===== src/rtl/pwm_pkg.sv =====
// Shared constants and types for the multi-mode PWM peripheral.
// Register indices, CTRL bit positions and the channel state enum.
package pwm_pkg;

    localparam int REGS_PER_CHAN = 4;

    localparam logic [1:0] PERIOD_IDX = 2'd0;
    localparam logic [1:0] DUTY_IDX   = 2'd1;
    localparam logic [1:0] CTRL_IDX   = 2'd2;
    localparam logic [1:0] COUNT_IDX  = 2'd3;

    localparam int CTRL_EN_BIT     = 0;
    localparam int CTRL_CENTER_BIT = 1;
    localparam int CTRL_INV_BIT    = 2;
    localparam int CTRL_WIDTH      = 3;

    typedef enum logic [1:0] {
        IDLE = 2'd0,
        UP   = 2'd1,
        DOWN = 2'd2
    } ch_state_e;

endpackage


===== src/rtl/bus_protocol_if.sv =====
// Simple single-cycle peripheral bus.
// peripheral_vital: addr/wen/ren/wdata in; rdata/error/request_stall out.
interface bus_protocol_if;

    logic [31:0] addr;
    logic [31:0] wdata;
    logic [31:0] rdata;
    logic        wen;
    logic        ren;
    logic        error;
    logic        request_stall;

    modport peripheral_vital (
        input  addr, wen, ren, wdata,
        output rdata, error, request_stall
    );

    modport requester (
        output addr, wen, ren, wdata,
        input  rdata, error, request_stall
    );

endinterface


===== src/rtl/pwm_mm_channel.sv =====
// One PWM channel: pending/active regs, IDLE/UP/DOWN FSM, counter,
// compare and period pulse.
// Ports: CLK, nRST, write strobes + data in; pending regs, CTRL,
// live count, registered pwm_out and period_pulse out.
module pwm_mm_channel
    import pwm_pkg::*;
#(
    parameter int CNT_WIDTH = 16
) (
    input  logic                  CLK,
    input  logic                  nRST,
    input  logic                  wr_period,
    input  logic                  wr_duty,
    input  logic                  wr_ctrl,
    input  logic [CNT_WIDTH-1:0]  wdata,
    input  logic [CTRL_WIDTH-1:0] wctrl,
    output logic [CNT_WIDTH-1:0]  pend_period,
    output logic [CNT_WIDTH-1:0]  pend_duty,
    output logic [CTRL_WIDTH-1:0] ctrl,
    output logic [CNT_WIDTH-1:0]  count,
    output logic                  pwm_out,
    output logic                  period_pulse
);

    localparam logic [CNT_WIDTH-1:0] ONE = CNT_WIDTH'(1);

    logic [CNT_WIDTH-1:0] act_period;
    logic [CNT_WIDTH-1:0] act_duty;
    logic                 act_center;
    logic [CNT_WIDTH-1:0] cnt;
    logic [CNT_WIDTH-1:0] cnt_nx;
    ch_state_e            state;
    ch_state_e            state_nx;
    logic                 boundary;
    logic                 load_act;
    logic                 raw;
    logic                 en;
    logic                 inv;

    assign en    = ctrl[CTRL_EN_BIT];
    assign inv   = ctrl[CTRL_INV_BIT];
    assign count = cnt;

    // IDLE with EN set is exactly the EN 0->1 transition edge.
    assign load_act = !en || (state == IDLE) || boundary;

    // A zero period parks the counter and forces the compare low.
    assign raw = (act_period != '0) && (cnt < act_duty);

    always_comb begin
        state_nx = state;
        cnt_nx   = cnt;
        boundary = 1'b0;
        if (!en) begin
            state_nx = IDLE;
            cnt_nx   = '0;
        end else begin
            unique case (state)
                IDLE: begin
                    state_nx = UP;
                    cnt_nx   = '0;
                end
                UP: begin
                    if (act_period == '0) begin
                        cnt_nx = '0;
                    end else if (!act_center) begin
                        if (cnt >= act_period - ONE) begin
                            cnt_nx   = '0;
                            boundary = 1'b1;
                        end else begin
                            cnt_nx = cnt + ONE;
                        end
                    end else if (cnt >= act_period) begin
                        // P=1 center has no DOWN leg: 0,1,0,1...
                        if (act_period == ONE) begin
                            cnt_nx   = '0;
                            boundary = 1'b1;
                        end else begin
                            state_nx = DOWN;
                            cnt_nx   = act_period - ONE;
                        end
                    end else begin
                        cnt_nx = cnt + ONE;
                    end
                end
                DOWN: begin
                    if (cnt <= ONE) begin
                        state_nx = UP;
                        cnt_nx   = '0;
                        boundary = 1'b1;
                    end else begin
                        cnt_nx = cnt - ONE;
                    end
                end
                default: begin
                    state_nx = IDLE;
                    cnt_nx   = '0;
                end
            endcase
        end
    end

    always_ff @(posedge CLK or negedge nRST) begin
        if (!nRST) begin
            pend_period  <= '0;
            pend_duty    <= '0;
            ctrl         <= '0;
            act_period   <= '0;
            act_duty     <= '0;
            act_center   <= 1'b0;
            state        <= IDLE;
            cnt          <= '0;
            pwm_out      <= 1'b0;
            period_pulse <= 1'b0;
        end else begin
            if (wr_period) begin
                pend_period <= wdata;
            end
            if (wr_duty) begin
                pend_duty <= wdata;
            end
            if (wr_ctrl) begin
                ctrl <= wctrl;
            end
            // Uses pre-write pending values, so a write on a
            // boundary cycle waits for the following boundary.
            if (load_act) begin
                act_period <= pend_period;
                act_duty   <= pend_duty;
                act_center <= ctrl[CTRL_CENTER_BIT];
            end
            state        <= state_nx;
            cnt          <= cnt_nx;
            pwm_out      <= (state == IDLE) ? inv : (raw ^ inv);
            period_pulse <= boundary;
        end
    end

endmodule


===== src/rtl/pwm_multimode.sv =====
// Multi-channel PWM peripheral: address decode, bus error, read mux.
// Ports: CLK, nRST, busif (peripheral_vital), pwm_out, period_pulse.
module pwm_multimode
    import pwm_pkg::*;
#(
    parameter int NUM_CHANNELS = 4,
    parameter int CNT_WIDTH    = 16
) (
    input  logic                    CLK,
    input  logic                    nRST,
    bus_protocol_if.peripheral_vital busif,
    output logic [NUM_CHANNELS-1:0] pwm_out,
    output logic [NUM_CHANNELS-1:0] period_pulse
);

    localparam int LAST_ADDR = NUM_CHANNELS * REGS_PER_CHAN * 4 - 4;

    logic [CNT_WIDTH-1:0]  pend_period [NUM_CHANNELS];
    logic [CNT_WIDTH-1:0]  pend_duty   [NUM_CHANNELS];
    logic [CTRL_WIDTH-1:0] ctrl        [NUM_CHANNELS];
    logic [CNT_WIDTH-1:0]  count       [NUM_CHANNELS];

    logic [NUM_CHANNELS-1:0] wr_period;
    logic [NUM_CHANNELS-1:0] wr_duty;
    logic [NUM_CHANNELS-1:0] wr_ctrl;

    logic [27:0] ch_idx;
    logic [1:0]  reg_idx;
    logic        addr_ok;
    logic        access;
    logic        err;
    logic        wr_ok;
    logic [31:0] rd_word;
    logic        unused_wdata;

    assign ch_idx  = busif.addr[31:4];
    assign reg_idx = busif.addr[3:2];
    assign access  = busif.wen || busif.ren;
    assign addr_ok = (busif.addr <= 32'(LAST_ADDR))
                  && (busif.addr[1:0] == 2'b00);

    assign err = access
              && (!addr_ok
              || (busif.wen && (reg_idx == COUNT_IDX)));

    assign wr_ok = busif.wen && !err;

    assign busif.error         = err;
    assign busif.request_stall = 1'b0;

    // Upper wdata bits beyond the counter width are ignored.
    assign unused_wdata = ^busif.wdata;

    always_comb begin
        rd_word = '0;
        for (int i = 0; i < NUM_CHANNELS; i++) begin
            if (ch_idx == 28'(i)) begin
                case (reg_idx)
                    PERIOD_IDX: rd_word = 32'(pend_period[i]);
                    DUTY_IDX:   rd_word = 32'(pend_duty[i]);
                    CTRL_IDX:   rd_word = 32'(ctrl[i]);
                    default:    rd_word = 32'(count[i]);
                endcase
            end
        end
    end

    assign busif.rdata = (busif.ren && !err) ? rd_word : '0;

    for (genvar i = 0; i < NUM_CHANNELS; i++) begin : g_ch
        logic sel;
        assign sel = wr_ok && (ch_idx == 28'(i));

        assign wr_period[i] = sel && (reg_idx == PERIOD_IDX);
        assign wr_duty[i]   = sel && (reg_idx == DUTY_IDX);
        assign wr_ctrl[i]   = sel && (reg_idx == CTRL_IDX);

        pwm_mm_channel #(
            .CNT_WIDTH (CNT_WIDTH)
        ) u_ch (
            .CLK          (CLK),
            .nRST         (nRST),
            .wr_period    (wr_period[i]),
            .wr_duty      (wr_duty[i]),
            .wr_ctrl      (wr_ctrl[i]),
            .wdata        (busif.wdata[CNT_WIDTH-1:0]),
            .wctrl        (busif.wdata[CTRL_WIDTH-1:0]),
            .pend_period  (pend_period[i]),
            .pend_duty    (pend_duty[i]),
            .ctrl         (ctrl[i]),
            .count        (count[i]),
            .pwm_out      (pwm_out[i]),
            .period_pulse (period_pulse[i])
        );
    end

endmodule

===== src/flat_wrapper.sv =====
// flat-port wrapper written by rule: the top's interface ports become plain ports
module pwm_multimode_flat import pwm_pkg::*;
#(
    parameter int NUM_CHANNELS = 4,
    parameter int CNT_WIDTH    = 16
)
  (CLK, nRST, pwm_out, period_pulse, busif_addr, busif_wen, busif_ren, busif_wdata, busif_rdata, busif_error, busif_request_stall);
  bus_protocol_if busif_i ();
  input  logic CLK;
  input  logic nRST;
  output logic [NUM_CHANNELS-1:0] pwm_out;
  output logic [NUM_CHANNELS-1:0] period_pulse;
  input wire logic [$bits(busif_i.addr)-1:0] busif_addr;
  input wire logic [$bits(busif_i.wen)-1:0] busif_wen;
  input wire logic [$bits(busif_i.ren)-1:0] busif_ren;
  input wire logic [$bits(busif_i.wdata)-1:0] busif_wdata;
  output wire logic [$bits(busif_i.rdata)-1:0] busif_rdata;
  output wire logic [$bits(busif_i.error)-1:0] busif_error;
  output wire logic [$bits(busif_i.request_stall)-1:0] busif_request_stall;
  assign busif_i.addr = busif_addr;
  assign busif_i.wen = busif_wen;
  assign busif_i.ren = busif_ren;
  assign busif_i.wdata = busif_wdata;
  assign busif_rdata = busif_i.rdata;
  assign busif_error = busif_i.error;
  assign busif_request_stall = busif_i.request_stall;
  pwm_multimode #(.NUM_CHANNELS(NUM_CHANNELS), .CNT_WIDTH(CNT_WIDTH)) u_core (.CLK(CLK), .nRST(nRST), .busif(busif_i), .pwm_out(pwm_out), .period_pulse(period_pulse));
endmodule

===== config.mk =====
export PLATFORM = sky130hd
export DESIGN_NAME = pwm_multimode_flat
export DESIGN_NICKNAME = d
export VERILOG_FILES = /design/src/rtl/pwm_pkg.sv /design/src/rtl/bus_protocol_if.sv /design/src/rtl/pwm_mm_channel.sv /design/src/rtl/pwm_multimode.sv /design/src/flat_wrapper.sv
export SDC_FILE = /design/constraint.sdc
export NUM_CORES = 1
export LEC_CHECK = 0
export ABC_AREA = 1
export ABC_CLOCK_PERIOD_IN_PS = 3300
export CAP_MARGIN = 20
export CORE_MARGIN = 1
export CORE_UTILIZATION = 25
export CTS_CLUSTER_DIAMETER = 80
export DETAILED_ROUTE_END_ITERATION = 6
export DONT_BUFFER_PORTS = 1
export PLACE_DENSITY_LB_ADDON = 0.1
export SYNTH_ARGS = -nofsm -noshare
export SYNTH_HDL_FRONTEND = slang
export SYNTH_SLANG_ARGS = --single-unit

===== constraint.sdc =====
create_clock -name CLK -period 3.3 [get_ports CLK]
set_clock_uncertainty 0.2 [all_clocks]
set_input_delay 0.66 -clock CLK [delete_from_list [all_inputs] [get_ports CLK]]
set_output_delay 0.66 -clock CLK [all_outputs]
set_load 0.02 [all_outputs]

==> report_table.html, run 1 <==
<table>
<tr><th>Metric</th><th>Value</th></tr>
<tr><th colspan="2">Cells and area</th></tr>
<tr><td>Most common library cell in the layout ignoring fill and taps</td><td>nand2_1</td></tr>
<tr><td>Proportion of layout cells with a drive suffix above 1</td><td>27.63%</td></tr>
<tr><td>Area grow syn2layout</td><td>34.33%</td></tr>
<tr><td>Commonest cells after routing, fill and taps aside</td><td>nand2_1 (704), buf_4 (366), dfrtp_1 (341)</td></tr>
<tr><td>Number of inserted filler cells in the final layout</td><td>~11000</td></tr>
<tr><td>Post-route non-filler standard cell count</td><td>between 5000 and 6000</td></tr>
<tr><td>Core utilization of the finished layout</td><td>between 30% and 40%</td></tr>
<tr><td>Area of all placed cells without fillers</td><td>approximately 34000 µm²</td></tr>
<tr><td>NumNets Final</td><td>4123</td></tr>
<tr><th colspan="2">Drt</th></tr>
<tr><td>Vias per inst</td><td>about 4.7</td></tr>
<tr><td>DRC</td><td>0</td></tr>
<tr><td>WL/cell</td><td>roughly 20 µm</td></tr>
<tr><td>Number of nets with antenna violations after detailed routing</td><td>0</td></tr>
<tr><td>Iteration-0 DRC Markers</td><td>approximately 1700</td></tr>
<tr><td>Number of iterations in the first detailed-routing pass</td><td>5</td></tr>
<tr><td>Final wirelength</td><td>around 110 mm</td></tr>
<tr><td>Via total after detailed routing</td><td>24560</td></tr>
<tr><th colspan="2">Synth</th></tr>
<tr><td>Synth Cell Area</td><td>around 25000 µm²</td></tr>
<tr><td>Yosys reg bits</td><td>~350</td></tr>
<tr><td>Number of standard cells after synthesis</td><td>roughly 3500</td></tr>
<tr><td>Total number of yosys warnings</td><td>0</td></tr>
<tr><td>Number of distinct library cell variants in the gate-level netlist after synthesis</td><td>58</td></tr>
<tr><td>Area share of fa/ha/maj cells after synthesis</td><td>11.03%</td></tr>
<tr><td>Avg Cell Area, Syn</td><td>about 7.3 µm²</td></tr>
<tr><td>EDFF count, synth</td><td>0</td></tr>
<tr><td>Combinational family with the most area after synthesis</td><td>simple AND/OR/NAND/NOR gates</td></tr>
<tr><td>Mux contribution to synthesized area</td><td>0%</td></tr>
<tr><td>Parity-gate share of the synthesized area counting xor and xnor cells</td><td>3.619%</td></tr>
<tr><td>Simple logic cell fraction of the synthesized area</td><td>~29%</td></tr>
<tr><td>Share of the synthesized area in compound gates (AO/OA/AOI/OAI)</td><td>a little over an eighth</td></tr>
<tr><td>Register area share after synthesis</td><td>34.67%</td></tr>
<tr><td>Share of flip-flops with an asynchronous set or reset</td><td>between 90% and 100%</td></tr>
<tr><td>Most frequently used flop master after synthesis</td><td>dfrtp_1</td></tr>
<tr><th colspan="2">Placed design</th></tr>
<tr><td>Final weighted congestion in routability-driven placement</td><td>~0.84</td></tr>
<tr><td>Count of input and output buffers</td><td>0</td></tr>
<tr><td>Placed Instance Area</td><td>29270 µm²</td></tr>
<tr><td>HPWL reported at the end of detailed placement</td><td>78.04 mm</td></tr>
<tr><td>Placed cells</td><td>just over 5000</td></tr>
<tr><td>Place WS</td><td>-0.3894 ns</td></tr>
<tr><th colspan="2">Worst setup path</th></tr>
<tr><td>Biggest fanout along the worst timing path</td><td>7</td></tr>
<tr><td>Critical Path Max Stage Delay</td><td>around 0.42 ns</td></tr>
<tr><td>Buffering stage count on the worst path with inverters included</td><td>3</td></tr>
<tr><td>CP Data Arrival Time</td><td>approximately 3.6 ns</td></tr>
<tr><td>Crit. End Element</td><td>flip-flop</td></tr>
<tr><td>WS Path Type</td><td>flip-flop to flip-flop</td></tr>
<tr><td>Standard cell with the maximum stage delay on the critical path</td><td>dfrtp_1</td></tr>
<tr><td>Crit path launch type</td><td>flip-flop</td></tr>
<tr><td>Critical Path, Cell by Cell</td><td>buf_4 -&gt; nor2_2 -&gt; nand2_2 -&gt; nor2_4 -&gt; nand4_1 -&gt; buf_4 -&gt; xor2_4 -&gt; ha_1 -&gt; nand2_2 -&gt; nor2_1 -&gt; a21oi_2 -&gt; nand3_2 -&gt; nand2_1 -&gt; nand2_1 -&gt; nand2_1 -&gt; nand2_2 -&gt; nand2_4 -&gt; nand2_8 -&gt; buf_12 -&gt; nand2_2 -&gt; nand2_1</td></tr>
<tr><td>Family of cells with the greatest summed delay on the critical path</td><td>simple AND/OR/NAND/NOR gates</td></tr>
<tr><td>CP Data Required Time</td><td>~3.6 ns</td></tr>
<tr><th colspan="2">STA</th></tr>
<tr><td>Worst hold margin</td><td>-0.4313 ns</td></tr>
<tr><td>Worst Slack Setup Final</td><td>-0.02987 ns</td></tr>
<tr><td>Timing-limited maximum frequency</td><td>roughly 0.3 GHz</td></tr>
<tr><td>Pins Over Slew Limit</td><td>0</td></tr>
<tr><td>Final worst path period share</td><td>100.9%</td></tr>
<tr><td>Final count of hold timing violations</td><td>352</td></tr>
<tr><td>Relative slew slack</td><td>between 2 and 3%</td></tr>
<tr><td>Clock period minus worst slack</td><td>~3.3 ns</td></tr>
<tr><td>Slew at the pin with the worst max-slew slack</td><td>1.461 ns</td></tr>
<tr><td>Unrepaired setup endpoints after global routing</td><td>yes</td></tr>
<tr><td>Finish-stage setup viols</td><td>44</td></tr>
<tr><th colspan="2">Power and ir drop</th></tr>
<tr><td>Power per cell area</td><td>roughly 300 nW/µm²</td></tr>
<tr><td>IR drop worst, VDD</td><td>334.7 µV</td></tr>
<tr><td>Leakage</td><td>between 15 and 20 nW</td></tr>
<tr><th colspan="2">Outcome</th></tr>
<tr><td>Failing checks</td><td>negative hold slack, negative setup slack</td></tr>
<tr><td>Result of the run</td><td>finished, violations left</td></tr>
<tr><th colspan="2">Floorplan</th></tr>
<tr><td>Initial Utilization</td><td>25.30%</td></tr>
<tr><td>Die width</td><td>320.8 µm</td></tr>
<tr><td>Area of the die</td><td>102900 µm²</td></tr>
<tr><td>Number of top-level pins</td><td>110</td></tr>
<tr><td>Number of placement rows</td><td>roughly 120</td></tr>
<tr><td>Height of the die</td><td>between 300 and 400 µm</td></tr>
<tr><td>Core region area</td><td>roughly 100000 µm²</td></tr>
<tr><th colspan="2">Global route</th></tr>
<tr><td>First-pass GRT wire length</td><td>approximately 160 mm</td></tr>
<tr><td>Via count of the first global-routing pass</td><td>between 20000 and 25000</td></tr>
<tr><td>Total global-route track usage</td><td>about a fifth</td></tr>
<tr><td>Initial antenna violation count</td><td>6</td></tr>
<tr><td>Largest net degree at the start of global routing</td><td>around 350</td></tr>
<tr><td>Total global routing overflow</td><td>0</td></tr>
<tr><th colspan="2">Clock tree</th></tr>
<tr><td>CTS tree</td><td>done</td></tr>
<tr><td>Clock transition at path regs</td><td>0.06 ns</td></tr>
<tr><td>Number of clock buffers inserted by TritonCTS</td><td>just under 50</td></tr>
<tr><td>Clock insertion delay at the later pin of the skew report</td><td>between 0.6 and 0.7 ns</td></tr>
<tr><td>Root buf cell</td><td>clkbuf_16</td></tr>
<tr><td>Max H-tree Level</td><td>2</td></tr>
<tr><td>Maximum root-to-sink buffer count</td><td>3</td></tr>
<tr><td># clock sinks</td><td>approximately 350</td></tr>
<tr><th colspan="2">Worst hold path</th></tr>
<tr><td>Worst min path class</td><td>input port to asynchronous set/reset pin</td></tr>
<tr><th colspan="2">Job</th></tr>
<tr><td>Max-cap violation count</td><td>0</td></tr>
</table>
-- cell type report --
cell class	count	area (µm²)	area share (%)
well taps	1357	1698	4.975
multi-input cells	2630	16690	48.89
repair buffers	442	3921	11.49
inverters	356	1359	3.981
clock buffers	63	1350	3.955
diodes	4	10.01	0.02933
flip-flops and latches	352	8822	25.85
clock inverters	22	285.3	0.8358
-- kinds of logic (layout without fill, tap and decap cells) --
logic type,count (synthesis),after routing
adders and majority gates,224,224
and+or+nand+nor,1653,1657
xor gates and xnor gates,105,105
buffers and inverters,498,883
AOI/OAI and AO/OA,627,627
DFF,352,352
other,1,21
-- sequential cells by signal, indices dropped and copies added (netlist names) --
register,flops
u_core.g_ch.u_ch.pend_duty,64
u_core.g_ch.u_ch.count,64
u_core.g_ch.u_ch.act_period,64
u_core.g_ch.u_ch.period_pulse,4
u_core.g_ch.u_ch.act_duty,64
u_core.g_ch.u_ch.pwm_out,4
u_core.g_ch.u_ch.pend_period,64
u_core.g_ch.u_ch.state,8
u_core.g_ch.u_ch.act_center,4
u_core.g_ch.u_ch.ctrl,12
-- where the power goes --
part	leakage, nW	switching, W	internal, W	total [W]
registers	4.90	0	0.00432	0.00432
logic	10.9	0.000213	0.0000626	0.000276
clock network	0.810	0.00227	0.00334	0.00561
-- routing by layer --
metal  global-route usage [%]  wire, µm  share of wire, %
met1                    29.26     51640                49
met3                    3.243      5094               4.8
met2                    31.75     47460                45
met5                        0        27             0.025
met4                    3.926      1812               1.7
-- synthesized netlist by cell type, drive strengths merged, types with 4 or more instances --
master | count | area share, %
nand2 | 939 | 15
dfrtp | 352 | 35
inv | 352 | 5.2
o21ai | 291 | 5.7
nand3 | 278 | 5.5
nor2 | 268 | 4.4
ha | 224 | 11
a21oi | 216 | 4.3
xor2 | 98 | 3.4
buf | 83 | 2.3
nor3 | 82 | 1.8
clkbuf | 59 | 0.88
nand4 | 38 | 0.96
nor4 | 25 | 0.66
o22ai | 21 | 0.52
a221oi | 14 | 0.48
o21a | 14 | 0.41
or2 | 13 | 0.32
o211ai | 12 | 0.35
o21bai | 12 | 0.35
a31oi | 11 | 0.27
xnor2 | 7 | 0.24
o2111ai | 6 | 0.21
a22o | 5 | 0.17
a22oi | 5 | 0.15
a211oi | 4 | 0.14
clkinv | 4 | 0.059
-- final timing paths --
check | from | end | slack, ns | depth (start not counted)
setup / recovery | u_core.g_ch[3].u_ch.act_period[2] | u_core.g_ch[3].u_ch.act_duty[11] | -0.03 | 21
min in group CLK | busif_wdata[0] | u_core.g_ch[3].u_ch.pend_period[0] | 0.27 | 3
max in group asynchronous | nRST | u_core.g_ch[1].u_ch.count[15] | 2.07 | 0
hold reg to reg | u_core.g_ch[1].u_ch.act_duty[2] | u_core.g_ch[1].u_ch.act_duty[2] | 0.30 | 2
hold / removal | nRST | u_core.g_ch[0].u_ch.act_period[7] | -0.43 | 0
setup reg to reg | u_core.g_ch[3].u_ch.act_period[2] | u_core.g_ch[3].u_ch.act_duty[11] | -0.03 | 21
-- through the flow --
stage / power [W] / setup TNS, ns
final: 0.01021 / -0.5693
after global routing: 0.01050 / -26.44
after CTS: 0.01035 / -1.868
after detailed placement: 0.004659 / -35.51
after global placement: 0.004659 / -33.81
after floorplan: 0.004532 / 0
-- repair_timing --
action,in CTS,in global routing
hold endpoints to repair,352,352
resized for setup,196,436
pin swaps,68,149
buffers inserted,38,39
gates cloned,11,6
setup endpoints to repair,199,213
No activity file was read; power rests on OpenSTA's default activity.
==> run 2: changes to the inputs <==
--- a/config.mk
+++ b/config.mk
@@ -14,6 +14,8 @@
 export DETAILED_ROUTE_END_ITERATION = 6
 export DONT_BUFFER_PORTS = 1
 export PLACE_DENSITY_LB_ADDON = 0.1
+export SETUP_SLACK_MARGIN = 0.2
 export SYNTH_ARGS = -nofsm -noshare
 export SYNTH_HDL_FRONTEND = slang
+export SYNTH_HIERARCHICAL = 1
 export SYNTH_SLANG_ARGS = --single-unit
==> run 2 against run 1 <==
  * The run still ends with negative hold slack, negative setup slack left
  * Setup slack worse by 0.041 ns
  * Synthesized cell count is 3.4% lower
  * Clock-buffer cell count is 4 higher
  * Via count is 1.3% lower
  * Global-route usage is 0.36 points lower
  * Core utilization is 0.78 points higher
  * Non-clock buffer count is 82 higher
  * Critical path type unchanged
  * Critical endpoint is now u_core/g_ch[1].u_ch/act_period[9]
==> report_table.html, run 2 <==
<table>
<tr><th>Metric</th><th>Value</th></tr>
<tr><th colspan="2">Outcome</th></tr>
<tr><td>Result of the run</td><td>finished, violations left</td></tr>
<tr><td>Failing checks</td><td>negative hold slack, negative setup slack</td></tr>
<tr><th colspan="2">STA</th></tr>
<tr><td>Finish-stage setup viols</td><td>38</td></tr>
<tr><td>Clock period minus worst slack</td><td>3.371 ns</td></tr>
<tr><td>Slew at the pin with the worst max-slew slack</td><td>1.278 ns</td></tr>
<tr><td>Pins Over Slew Limit</td><td>0</td></tr>
<tr><td>Relative slew slack</td><td>14.82%</td></tr>
<tr><td>Final-layout setup total negative slack</td><td>-1.612 ns</td></tr>
<tr><td>Worst Slack Setup Final</td><td>-0.07122 ns</td></tr>
<tr><td>Timing-limited maximum frequency</td><td>roughly 0.3 GHz</td></tr>
<tr><td>Final count of hold timing violations</td><td>~350</td></tr>
<tr><td>Unrepaired setup endpoints after global routing</td><td>yes</td></tr>
<tr><td>Final worst path period share</td><td>102.2%</td></tr>
<tr><td>Worst hold margin</td><td>-0.4270 ns</td></tr>
<tr><th colspan="2">Power and ir drop</th></tr>
<tr><td>Power per cell area</td><td>between 200 and 300 nW/µm²</td></tr>
<tr><td>Leakage</td><td>approximately 18 nW</td></tr>
<tr><td>Tot Pwr</td><td>~0.010 W</td></tr>
<tr><td>IR drop worst, VDD</td><td>roughly 310 µV</td></tr>
<tr><th colspan="2">Synth</th></tr>
<tr><td>Most frequently used flop master after synthesis</td><td>dfrtp_1</td></tr>
<tr><td>Parity-gate share of the synthesized area counting xor and xnor cells</td><td>3.535%</td></tr>
<tr><td>Share of the synthesized area in the top cell type</td><td>34.19%</td></tr>
<tr><td>Number of distinct library cell variants in the gate-level netlist after synthesis</td><td>50</td></tr>
<tr><td>Share of flip-flops with an asynchronous set or reset</td><td>100.0%</td></tr>
<tr><td>Avg Cell Area, Syn</td><td>roughly 7.7 µm²</td></tr>
<tr><td>Simple logic cell fraction of the synthesized area</td><td>a little over a quarter</td></tr>
<tr><td>Total number of yosys warnings</td><td>6</td></tr>
<tr><td>Number of standard cells after synthesis</td><td>between 3000 and 4000</td></tr>
<tr><td>Yosys reg bits</td><td>around 350</td></tr>
<tr><td>Most frequent cell after synthesis</td><td>nand2_1</td></tr>
<tr><td>Largest area contributor in the netlist</td><td>dfrtp_1</td></tr>
<tr><td>Mux contribution to synthesized area</td><td>a little under 6%</td></tr>
<tr><td>Register area share after synthesis</td><td>about 34%</td></tr>
<tr><td>Combinational family with the most area after synthesis</td><td>simple AND/OR/NAND/NOR gates</td></tr>
<tr><td>Share of the synthesized area in compound gates (AO/OA/AOI/OAI)</td><td>between 10% and 20%</td></tr>
<tr><td>Top cells by area, synth</td><td>dfrtp_1 (34%), nand2_1 (12%), ha_1 (11%)</td></tr>
<tr><td>EDFF count, synth</td><td>0</td></tr>
<tr><td>Top cells by instance count after synthesis</td><td>nand2_1 (796), dfrtp_1 (352), inv_1 (318), nand3_1 (301), a21oi_1 (230)</td></tr>
<tr><td>Area share of fa/ha/maj cells after synthesis</td><td>between 10 and 15%</td></tr>
<tr><td>Synth Cell Area</td><td>approximately 26000 µm²</td></tr>
<tr><th colspan="2">Drt</th></tr>
<tr><td>Vias per inst</td><td>4.649</td></tr>
<tr><td>Final wirelength</td><td>~100 mm</td></tr>
<tr><td>WL/cell</td><td>a little under 20 µm</td></tr>
<tr><td>Number of iterations in the first detailed-routing pass</td><td>5</td></tr>
<tr><td>Number of nets with antenna violations after detailed routing</td><td>0</td></tr>
<tr><td>Iteration-0 DRC Markers</td><td>1347</td></tr>
<tr><td>Via total after detailed routing</td><td>24250</td></tr>
<tr><td>DRC</td><td>0</td></tr>
<tr><th colspan="2">Worst setup path</th></tr>
<tr><td>Biggest fanout along the worst timing path</td><td>8</td></tr>
<tr><td>Standard cell with the maximum stage delay on the critical path</td><td>dfrtp_1</td></tr>
<tr><td>CP Data Arrival Time</td><td>~3.7 ns</td></tr>
<tr><td>Critical Path Most Common Cell</td><td>nand2_2</td></tr>
<tr><td>WS Path Type</td><td>flip-flop to flip-flop</td></tr>
<tr><td>Critical Path, Cell by Cell</td><td>nor2_2 -&gt; buf_4 -&gt; nand3_4 -&gt; nor2_4 -&gt; buf_6 -&gt; nand3_4 -&gt; buf_6 -&gt; xor2_2 -&gt; ha_1 -&gt; nand2_2 -&gt; nor3_4 -&gt; buf_6 -&gt; nand3_2 -&gt; nand3_2 -&gt; nand2_2 -&gt; nand2_2 -&gt; nand2_2 -&gt; nand2_4 -&gt; nand2_8 -&gt; buf_12 -&gt; nand2_8 -&gt; nand2_2 -&gt; nand2_2</td></tr>
<tr><td>Crit. End Element</td><td>flip-flop</td></tr>
<tr><td>CP Data Required Time</td><td>roughly 3.6 ns</td></tr>
<tr><td>Critical Path Max Stage Delay</td><td>0.38 ns</td></tr>
<tr><td>Crit path launch type</td><td>flip-flop</td></tr>
<tr><th colspan="2">Placed design</th></tr>
<tr><td>Final weighted congestion in routability-driven placement</td><td>between 0.8 and 0.9</td></tr>
<tr><td>Placed Instance Area</td><td>29690 µm²</td></tr>
<tr><td>Place WS</td><td>-0.2499 ns</td></tr>
<tr><td>HPWL reported at the end of detailed placement</td><td>71.94 mm</td></tr>
<tr><td>Count of input and output buffers</td><td>0</td></tr>
<tr><td>Placed cells</td><td>about 5000</td></tr>
<tr><th colspan="2">Floorplan</th></tr>
<tr><td>Height of the die</td><td>~320 µm</td></tr>
<tr><td>Number of placement rows</td><td>approximately 120</td></tr>
<tr><td>Number of top-level pins</td><td>110</td></tr>
<tr><td>Area of the die</td><td>roughly 100000 µm²</td></tr>
<tr><td>Die width</td><td>about 320 µm</td></tr>
<tr><td>Core region area</td><td>between 100000 and 150000 µm²</td></tr>
<tr><td>Initial Utilization</td><td>between 20% and 30%</td></tr>
<tr><th colspan="2">Global route</th></tr>
<tr><td>Largest net degree at the start of global routing</td><td>roughly 350</td></tr>
<tr><td>First-pass GRT wire length</td><td>156.5 mm</td></tr>
<tr><td>Via count of the first global-routing pass</td><td>24630</td></tr>
<tr><td>Total global-route track usage</td><td>between 10% and 20%</td></tr>
<tr><td>Initial antenna violation count</td><td>12</td></tr>
<tr><td>Total global routing overflow</td><td>0</td></tr>
<tr><th colspan="2">Cells and area</th></tr>
<tr><td>Number of inserted filler cells in the final layout</td><td>about 11000</td></tr>
<tr><td>Proportion of layout cells with a drive suffix above 1</td><td>32.33%</td></tr>
<tr><td>NumNets Final</td><td>4101</td></tr>
<tr><td>Area of all placed cells without fillers</td><td>35470 µm²</td></tr>
<tr><td>Post-route non-filler standard cell count</td><td>approximately 5200</td></tr>
<tr><td>Area grow syn2layout</td><td>37.66%</td></tr>
<tr><td>Commonest cells after routing, fill and taps aside</td><td>nand2_1 (654), buf_4 (377), dfrtp_1 (348)</td></tr>
<tr><td>Most common library cell in the layout ignoring fill and taps</td><td>nand2_1</td></tr>
<tr><th colspan="2">Clock tree</th></tr>
<tr><td>Maximum root-to-sink buffer count</td><td>3</td></tr>
<tr><td>CTS tree</td><td>done</td></tr>
<tr><td>Root buf cell</td><td>clkbuf_16</td></tr>
<tr><td>Count of hold-fix buffers inserted at cts</td><td>16</td></tr>
<tr><td>Max H-tree Level</td><td>2</td></tr>
<tr><td>Clock insertion delay at the later pin of the skew report</td><td>roughly 0.6 ns</td></tr>
<tr><td>Number of clock buffers inserted by TritonCTS</td><td>49</td></tr>
<tr><td># clock sinks</td><td>about 350</td></tr>
<tr><td>Clock transition at path regs</td><td>0.06 ns</td></tr>
<tr><th colspan="2">Worst hold path</th></tr>
<tr><td>Worst min path class</td><td>input port to asynchronous set/reset pin</td></tr>
<tr><th colspan="2">Job</th></tr>
<tr><td>Max-cap violation count</td><td>0</td></tr>
</table>
run 2: cell types whose count changed in the layout (fill, tap and decap cells not counted), sizes merged, moves of 16 or more:
cell,previous run,this run
buf,438,507
nand3,278,303
nor3,82,57
nand2,943,885
dlygate4sd3,0,16
mux2,0,132
o21ai,291,164
a21oi,216,239
run 2: worst max-delay path: cells and delay by family, from the launching register on:
kind                     cells  cell delay (ns)
adder cells (fa/ha/maj)      1             0.29
AND/OR/NAND/NOR             16             1.56
flip-flops                   1             0.38
XOR/XNOR                     1             0.15
buffers and inverters        5             0.72
run 2: final timing paths:
path	end	from	cells past startpoint	slack, ns
max in group asynchronous	u_core/g_ch[2].u_ch/count[12]	nRST	0	2.31
setup / recovery	u_core/g_ch[1].u_ch/act_period[9]	u_core/g_ch[1].u_ch/act_period[7]	23	-0.07
setup reg to reg	u_core/g_ch[1].u_ch/act_period[9]	u_core/g_ch[1].u_ch/act_period[7]	23	-0.07
min in group CLK	u_core/g_ch[1].u_ch/act_duty[1]	u_core/g_ch[1].u_ch/pend_duty[1]	2	0.30
hold / removal	u_core/g_ch[0].u_ch/count[3]	nRST	0	-0.43
hold reg to reg	u_core/g_ch[1].u_ch/act_duty[1]	u_core/g_ch[1].u_ch/pend_duty[1]	2	0.30
run 2: logic make-up after synthesis:
group / count (synthesis)
xor gates and xnor gates: 104
muxes: 132
other: 1
and+or+nand+nor: 1562
buffers and inverters: 479
AOI/OAI and AO/OA: 488
adders and majority gates: 224
DFF: 352
run 2: repair_timing:
item | 4_1_cts | 5_1_grt
endpoints found under the setup margin | 212 | 217
setup buffers | 106 | 21
resized for setup | 444 | 145
gates cloned | 28 | 1
pin swaps | 122 | 84
hold endpoints to repair | 492 | 352
run 2: area by class of cell:
| class | instances | area (µm²) | area share (%) |
|---|---|---|---|
| antenna | 4 | 10.01 | 0.02822 |
| clock buffer | 67 | 1394 | 3.930 |
| clock inverter | 20 | 269.0 | 0.7584 |
| inverter | 342 | 1289 | 3.633 |
| multi-input combinational | 2540 | 16960 | 47.80 |
| sequential | 352 | 8813 | 24.85 |
| tap | 1368 | 1712 | 4.826 |
| timing repair buffer | 524 | 5027 | 14.17 |
run 2: stage by stage:
step,utilization [%],hold WS (ns)
after floorplan,-,0.1644
after global placement,29.10,0.1827
after detailed placement,29.10,0.1828
after CTS,34.00,-0.4836
after global routing,34.76,-0.4592
final,34.76,-0.4270
run 2: metal layers:
| layer | track usage (%) | part of all wire [%] |
|---|---|---|
| met5 | 0 | 0.063 |
| met4 | 4.255 | 2.0 |
| met3 | 3.162 | 4.4 |
| met2 | 32.15 | 46 |
| met1 | 27.77 | 48 |
run 2: power by group:
part,internal (W),switching (W)
logic,0.0000867,0.000217
registers,0.00432,0
clock network,0.00341,0.00224
total,0.00781,0.00246
